### config.mk
export PLATFORM = sky130hd
export DESIGN_NAME = mem_port_arbiter_flat
export DESIGN_NICKNAME = d
export VERILOG_FILES = /design/src/rtl/mem_port_arbiter_pkg.sv /design/src/rtl/mem_port_arbiter_if.sv /design/src/rtl/mem_port_arbiter_timeout.sv /design/src/rtl/mem_port_arbiter.sv /design/src/flat_wrapper.sv
export SDC_FILE = /design/constraint.sdc
export NUM_CORES = 1
export LEC_CHECK = 0
export CORE_UTILIZATION = 45
export DETAILED_ROUTE_END_ITERATION = 8
export HOLD_SLACK_MARGIN = 0.06
export PLACE_DENSITY = 0.93
export SYNTH_ARGS = -nofsm -noshare
export SYNTH_HDL_FRONTEND = slang
export SYNTH_SLANG_ARGS = --single-unit
### constraint.sdc
create_clock -name clk -period 9.9 [get_ports clk]
set_input_delay 1.98 -clock clk [delete_from_list [all_inputs] [get_ports clk]]
set_output_delay 1.98 -clock clk [all_outputs]
set_load 0.01 [all_outputs]
### src/rtl/mem_port_arbiter_pkg.sv
// Shared types for the unified-memory port arbiter.
package mem_port_arbiter_pkg;

   localparam int unsigned WORD_W = 32;

   typedef enum logic [1:0] {
      IDLE,
      ISSUE_I,
      ISSUE_D,
      RESP
   } arb_state_t;

   // Latched memory command; field order matches the mem_we/mem_addr/mem_wdata bus.
   typedef struct packed {
      logic              we;
      logic [WORD_W-1:0] addr;
      logic [WORD_W-1:0] wdata;
   } mem_req_t;

   function automatic logic is_issue(arb_state_t s);
      return (s == ISSUE_I) || (s == ISSUE_D);
   endfunction

endpackage

### src/rtl/mem_port_arbiter_if.sv
// Fetch, data and memory handshake bundle for the memory port arbiter.
// slave is the arbiter's view; master is the view of the core plus memory.
interface mem_port_arbiter_if;
   import mem_port_arbiter_pkg::*;

   logic              halted;
   logic              if_req;
   logic [WORD_W-1:0] if_addr;
   logic              if_ack;
   logic [WORD_W-1:0] if_rdata;
   logic              d_req;
   logic              d_we;
   logic [WORD_W-1:0] d_addr;
   logic [WORD_W-1:0] d_wdata;
   logic              d_ack;
   logic [WORD_W-1:0] d_rdata;
   logic              mem_req;
   logic              mem_we;
   logic [WORD_W-1:0] mem_addr;
   logic [WORD_W-1:0] mem_wdata;
   logic [WORD_W-1:0] mem_rdata;
   logic              mem_ready;
   logic              mem_err;

   modport slave (
      input  halted, if_req, if_addr, d_req, d_we, d_addr, d_wdata,
             mem_rdata, mem_ready,
      output if_ack, if_rdata, d_ack, d_rdata,
             mem_req, mem_we, mem_addr, mem_wdata, mem_err
   );

   modport master (
      output halted, if_req, if_addr, d_req, d_we, d_addr, d_wdata,
             mem_rdata, mem_ready,
      input  if_ack, if_rdata, d_ack, d_rdata,
             mem_req, mem_we, mem_addr, mem_wdata, mem_err
   );

endinterface

### src/rtl/mem_port_arbiter_timeout.sv
// Watchdog for one memory transaction: loaded when a transaction is granted,
// counts down while the transaction is issued, expire marks its last allowed cycle.
module arb_timeout_counter #(
   parameter int unsigned TIMEOUT = 64
) (
   input  logic clk,
   input  logic rst,
   input  logic load,
   input  logic run,
   output logic expire
);

   localparam int unsigned CW = (TIMEOUT > 1) ? $clog2(TIMEOUT) : 1;

   logic [CW-1:0] cnt;

   // Reload on grant, then count down once per issue cycle and stop at zero.
   always_ff @(posedge clk or posedge rst) begin
      if (rst) begin
         cnt <= '0;
      end else if (load) begin
         cnt <= CW'(TIMEOUT - 1);
      end else if (run && (cnt != '0)) begin
         cnt <= cnt - 1'b1;
      end
   end

   assign expire = run && (cnt == '0);

endmodule

### src/rtl/mem_port_arbiter.sv
// Single-port memory arbiter between instruction fetch and data access.
// Data has priority; a streak limit forces a pending fetch through, and a
// watchdog aborts transactions the memory never completes.
module mem_port_arbiter
   import mem_port_arbiter_pkg::*;
#(
   parameter int unsigned STARVE_LIMIT = 4,
   parameter int unsigned TIMEOUT      = 64
) (
   input  logic              clk,
   input  logic              rst,
   mem_port_arbiter_if.slave bus
);

   localparam int unsigned SW = $clog2(STARVE_LIMIT + 1);

   arb_state_t        state;
   mem_req_t          cmd;
   logic              mem_req_q;
   logic              if_ack_q;
   logic              d_ack_q;
   logic              mem_err_q;
   logic [WORD_W-1:0] if_rdata_q;
   logic [WORD_W-1:0] d_rdata_q;
   logic [SW-1:0]     streak;

   logic              if_ok;
   logic              force_i;
   logic              grant_d;
   logic              grant_i;
   logic              expire;

   // Grant decision, only meaningful while IDLE.
   always_comb begin
      if_ok   = 1'b0;
      force_i = 1'b0;
      grant_d = 1'b0;
      grant_i = 1'b0;
      if (state == IDLE) begin
         if_ok   = bus.if_req && !bus.halted;
         force_i = if_ok && (streak == SW'(STARVE_LIMIT));
         if (bus.d_req && !force_i) begin
            grant_d = 1'b1;
         end else if (if_ok) begin
            grant_i = 1'b1;
         end
      end
   end

   arb_timeout_counter #(
      .TIMEOUT (TIMEOUT)
   ) u_timeout (
      .clk    (clk),
      .rst    (rst),
      .load   (grant_d || grant_i),
      .run    (is_issue(state)),
      .expire (expire)
   );

   // Transaction sequencer with registered memory command, acks and read data.
   always_ff @(posedge clk or posedge rst) begin
      if (rst) begin
         state      <= IDLE;
         cmd        <= '0;
         mem_req_q  <= 1'b0;
         if_ack_q   <= 1'b0;
         d_ack_q    <= 1'b0;
         mem_err_q  <= 1'b0;
         if_rdata_q <= '0;
         d_rdata_q  <= '0;
         streak     <= '0;
      end else begin
         if_ack_q <= 1'b0;
         d_ack_q  <= 1'b0;
         case (state)
            IDLE: begin
               if (grant_d) begin
                  state     <= ISSUE_D;
                  mem_req_q <= 1'b1;
                  cmd.we    <= bus.d_we;
                  cmd.addr  <= bus.d_addr;
                  cmd.wdata <= bus.d_wdata;
               end else if (grant_i) begin
                  state     <= ISSUE_I;
                  mem_req_q <= 1'b1;
                  cmd.we    <= 1'b0;
                  cmd.addr  <= bus.if_addr;
                  cmd.wdata <= '0;
               end
               if (!bus.if_req || grant_i) begin
                  streak <= '0;
               end else if (grant_d && !bus.halted && (streak != SW'(STARVE_LIMIT))) begin
                  streak <= streak + 1'b1;
               end
            end
            ISSUE_I, ISSUE_D: begin
               if (bus.mem_ready || expire) begin
                  state     <= RESP;
                  mem_req_q <= 1'b0;
                  cmd       <= '0;
                  if (!bus.mem_ready) begin
                     mem_err_q <= 1'b1;
                  end
                  if (state == ISSUE_I) begin
                     if_ack_q   <= 1'b1;
                     if_rdata_q <= bus.mem_ready ? bus.mem_rdata : '0;
                  end else begin
                     d_ack_q   <= 1'b1;
                     d_rdata_q <= (bus.mem_ready && !cmd.we) ? bus.mem_rdata : '0;
                  end
               end
            end
            RESP: begin
               state <= IDLE;
            end
            default: begin
               state <= IDLE;
            end
         endcase
      end
   end

   assign bus.mem_req   = mem_req_q;
   assign bus.mem_we    = cmd.we;
   assign bus.mem_addr  = cmd.addr;
   assign bus.mem_wdata = cmd.wdata;
   assign bus.if_ack    = if_ack_q;
   assign bus.if_rdata  = if_rdata_q;
   assign bus.d_ack     = d_ack_q;
   assign bus.d_rdata   = d_rdata_q;
   assign bus.mem_err   = mem_err_q;

endmodule

### src/flat_wrapper.sv
// flat-port wrapper written by rule: the top's interface ports become plain ports
module mem_port_arbiter_flat import mem_port_arbiter_pkg::*;
#(
   parameter int unsigned STARVE_LIMIT = 4,
   parameter int unsigned TIMEOUT      = 64
)
  (clk, rst, bus_halted, bus_if_req, bus_if_addr, bus_d_req, bus_d_we, bus_d_addr, bus_d_wdata, bus_mem_rdata, bus_mem_ready, bus_if_ack, bus_if_rdata, bus_d_ack, bus_d_rdata, bus_mem_req, bus_mem_we, bus_mem_addr, bus_mem_wdata, bus_mem_err);
  mem_port_arbiter_if bus_i ();
  input  logic clk;
  input  logic rst;
  input wire logic [$bits(bus_i.halted)-1:0] bus_halted;
  input wire logic [$bits(bus_i.if_req)-1:0] bus_if_req;
  input wire logic [$bits(bus_i.if_addr)-1:0] bus_if_addr;
  input wire logic [$bits(bus_i.d_req)-1:0] bus_d_req;
  input wire logic [$bits(bus_i.d_we)-1:0] bus_d_we;
  input wire logic [$bits(bus_i.d_addr)-1:0] bus_d_addr;
  input wire logic [$bits(bus_i.d_wdata)-1:0] bus_d_wdata;
  input wire logic [$bits(bus_i.mem_rdata)-1:0] bus_mem_rdata;
  input wire logic [$bits(bus_i.mem_ready)-1:0] bus_mem_ready;
  output wire logic [$bits(bus_i.if_ack)-1:0] bus_if_ack;
  output wire logic [$bits(bus_i.if_rdata)-1:0] bus_if_rdata;
  output wire logic [$bits(bus_i.d_ack)-1:0] bus_d_ack;
  output wire logic [$bits(bus_i.d_rdata)-1:0] bus_d_rdata;
  output wire logic [$bits(bus_i.mem_req)-1:0] bus_mem_req;
  output wire logic [$bits(bus_i.mem_we)-1:0] bus_mem_we;
  output wire logic [$bits(bus_i.mem_addr)-1:0] bus_mem_addr;
  output wire logic [$bits(bus_i.mem_wdata)-1:0] bus_mem_wdata;
  output wire logic [$bits(bus_i.mem_err)-1:0] bus_mem_err;
  assign bus_i.halted = bus_halted;
  assign bus_i.if_req = bus_if_req;
  assign bus_i.if_addr = bus_if_addr;
  assign bus_i.d_req = bus_d_req;
  assign bus_i.d_we = bus_d_we;
  assign bus_i.d_addr = bus_d_addr;
  assign bus_i.d_wdata = bus_d_wdata;
  assign bus_i.mem_rdata = bus_mem_rdata;
  assign bus_i.mem_ready = bus_mem_ready;
  assign bus_if_ack = bus_i.if_ack;
  assign bus_if_rdata = bus_i.if_rdata;
  assign bus_d_ack = bus_i.d_ack;
  assign bus_d_rdata = bus_i.d_rdata;
  assign bus_mem_req = bus_i.mem_req;
  assign bus_mem_we = bus_i.mem_we;
  assign bus_mem_addr = bus_i.mem_addr;
  assign bus_mem_wdata = bus_i.mem_wdata;
  assign bus_mem_err = bus_i.mem_err;
  mem_port_arbiter #(.STARVE_LIMIT(STARVE_LIMIT), .TIMEOUT(TIMEOUT)) u_core (.clk(clk), .rst(rst), .bus(bus_i));
endmodule
==> metrics <==
Reg2Reg Depth=6; Core Region=12300 um^2; Final setup viols=0; worst reg2reg setup slack=7350 ps; Lkg Pwr=0.00397 uW; Worst Setup Path Type=in -> reg; Yosys top cell area share=0.626; Post-CTS Hold Fix Bufs=0; sequential area share after synthesis=0.626; clk slew on worst S/H paths=60 ps; Fmax=265 MHz; CTS tree=yes; DR iter-0 viols=340; Routed Wire Length=17700 um; Worst R2R End=u_core.bus.mem_wdata[6]; Ports=268; n_diodes=0; Root Driver=clkbuf_16; full die area=13200 um^2; top_reg_cell synth=dfrtp_1; Max-Cap Viols=0; Synth area leader=dfrtp_1; vias in the first global route=4950; post-synthesis cell count=415; critical path arrival=4120 ps; hpwl dp=12100 um; syn_nets=558; Final Max Tran Viols=0; hold depth=2; row cnt=40; Setup Buffers After CTS=0; # resized after CTS=0; synthesis-to-finish area growth=58.2%; top-count cell post-synth=dfrtp_1; yosys warns=0; unrepaired setup endpoints after global routing=no; Mapped Area=5760 um^2; status=finished, final reports clean; Inserted Clock Buffers=17; layout cell share with drive strength beyond 1=0.0657; r2r startpoint=u_core.state[1]; Crit. End Element=flop; number of synthesized register bits=144; Peak supply drop=0.146 mV; Die Width=115 um; PD cells=318 nW/um^2; fin crit share=0.381; Worst Tran Pin Value=1370 ps; routed len/inst=20.8 um; final hold violations=0; Hold WC Path Type=reg -> reg; Synth async-reset ratio=1.00; Max Root-Sink Buffers=2; Distinct cells, synth=37; largest net degree at the start of global routing=89; Final Skew=11.0 ps; Min Clock Period, post-route=3770 ps; drt drc=0; number of synthesized flops with an enable pin=0; initial antenna violation count=0; first-pass GRT wire length=26900 um; initial core utilization=0.469; final setup TNS=0 ps; Die Y=115 um; hold endpoint=u_core.bus.mem_err; drt pass-1 iters=4; CTS Sinks=144; drt via density=5.56; routed via count=4746; CP Launch Type=primary input; H-tree levels=4; final hold slack=487 ps; Tot GR Track Use=0.271; synth top area cells=dfrtp_1, a22o_1, mux2i_1; Post-synth top cells=dfrtp_1, a22o_1, mux2i_1, o2bb2ai_1, buf_2; fillers=756; Hold Startpoint=u_core.bus.mem_err; crit-path max FO=33; RD Place Congestion=0.800; clock latency on the worst-skew pair=410 ps; Worst EP required=10240 ps; Final #Nets=817; synthesized area per cell=13.9 um^2; global route overflow=0; slew margin rel.=0.0876; Buffers on Ports=267; post-route ant nets=0
==> registers in the layout, summed over array words and instances, names as in the netlist <==
register              count
u_core.bus.d_ack          1
u_core.bus.d_rdata       32
u_core.bus.if_ack         1
u_core.bus.if_rdata      32
u_core.bus.mem_addr      32
u_core.bus.mem_err        1
u_core.bus.mem_req        1
u_core.bus.mem_wdata     32
u_core.bus.mem_we         1
u_core.state              2
u_core.streak             3
u_core.u_timeout.cnt      6
==> where the power goes <==
| group | total (uW) | internal, uW | switching [uW] |
|---|---|---|---|
| logic | 1290 | 683 | 609 |
| clock network | 620 | 380 | 240 |
| registers | 984 | 830 | 154 |
| total | 2900 | 1890 | 1000 |
==> per-layer routing <==
layer	global-route usage	vias up	part of all wire	wire length [um]
met2	0.458	269	0.49	8640
met1	0.325	2342	0.40	7150
met3	0.0706	40	0.083	1470
met5	0	-	0	0
met4	0.126	0	0.028	495
li1	-	2095	-	-
==> layout by cell type (no fill, tap or decap), drive strengths merged, types with 2 or more instances in the layout <==
cell type,instances
nor2,4
mux2,3
clkinvlp,4
nand2,10
bufinv,2
clkdlybuf4s50,267
ha,8
buf,6
a21oi,2
o21ai,7
mux2i,32
inv,11
or4,2
clkbuf,20
dfrtp,144
nor2b,2
or3,2
nand3,5
o2bb2ai,32
clkinv,4
nor3,2
o211ai,2
nand2b,3
o31ai,2
a22o,100
==> final cells by class <==
class | count | area, um^2 | share of cell area
Sequential cell | 144 | 3600 | 0.396
Timing Repair Buffer | 273 | 2720 | 0.299
Multi-Input combinational cell | 227 | 1960 | 0.215
Clock buffer | 20 | 457 | 0.0502
Tap cell | 168 | 210 | 0.0231
Clock inverter | 10 | 114 | 0.0125
Inverter | 11 | 46.3 | 0.00509
==> critical path, stage by stage <==
cell and delay [ps]:
clkdlybuf4s50_1 490, and2b_1 220, a31oi_4 190, and2_1 930, a22o_1 290
==> logic make-up (layout without fill, tap and decap cells) <==
kind of cell             count (synthesis)  count (layout)  synth area share
flip-flops                             144             144             0.626
buffers and inverters                   44             314            0.0361
AND/OR/NAND/NOR                         34              34            0.0341
adder cells (fa/ha/maj)                  8               8            0.0174
multiplexers                            35              35            0.0615
XOR/XNOR                                 1               1           0.00152
AO/OA/AOI/OAI                          149             149             0.223
==> through the flow <==
stage          worst slack (ps)  power (uW)   util  instance area [um^2]  std cells
2_1_floorplan              4050        1610      -                  5760        415
3_3_place_gp               5840        2190  0.696                  8530        823
3_5_place_dp               5740        2260  0.696                  8530        823
4_1_cts                    6170        2910  0.742                  9100        853
5_1_grt                    6010        3040  0.742                  9100        853
6_report                   6130        2900  0.742                  9100        853
==> worst max path at each step <==
stage	to	slack, ps	startpoint	depth (start not counted)
2_1_floorplan	u_core.bus.d_ack	4050	rst	1
3_3_place_gp	u_core.bus.mem_wdata[7]	5840	bus_halted	5
3_5_place_dp	u_core.bus.mem_wdata[5]	5740	bus_mem_ready	5
4_1_cts	u_core.bus.mem_wdata[5]	6170	bus_halted	5
5_1_grt	u_core.bus.mem_wdata[6]	6010	bus_halted	5
6_report	u_core.bus.mem_wdata[6]	6130	bus_halted	5
(Power assumes the default switching activity.)
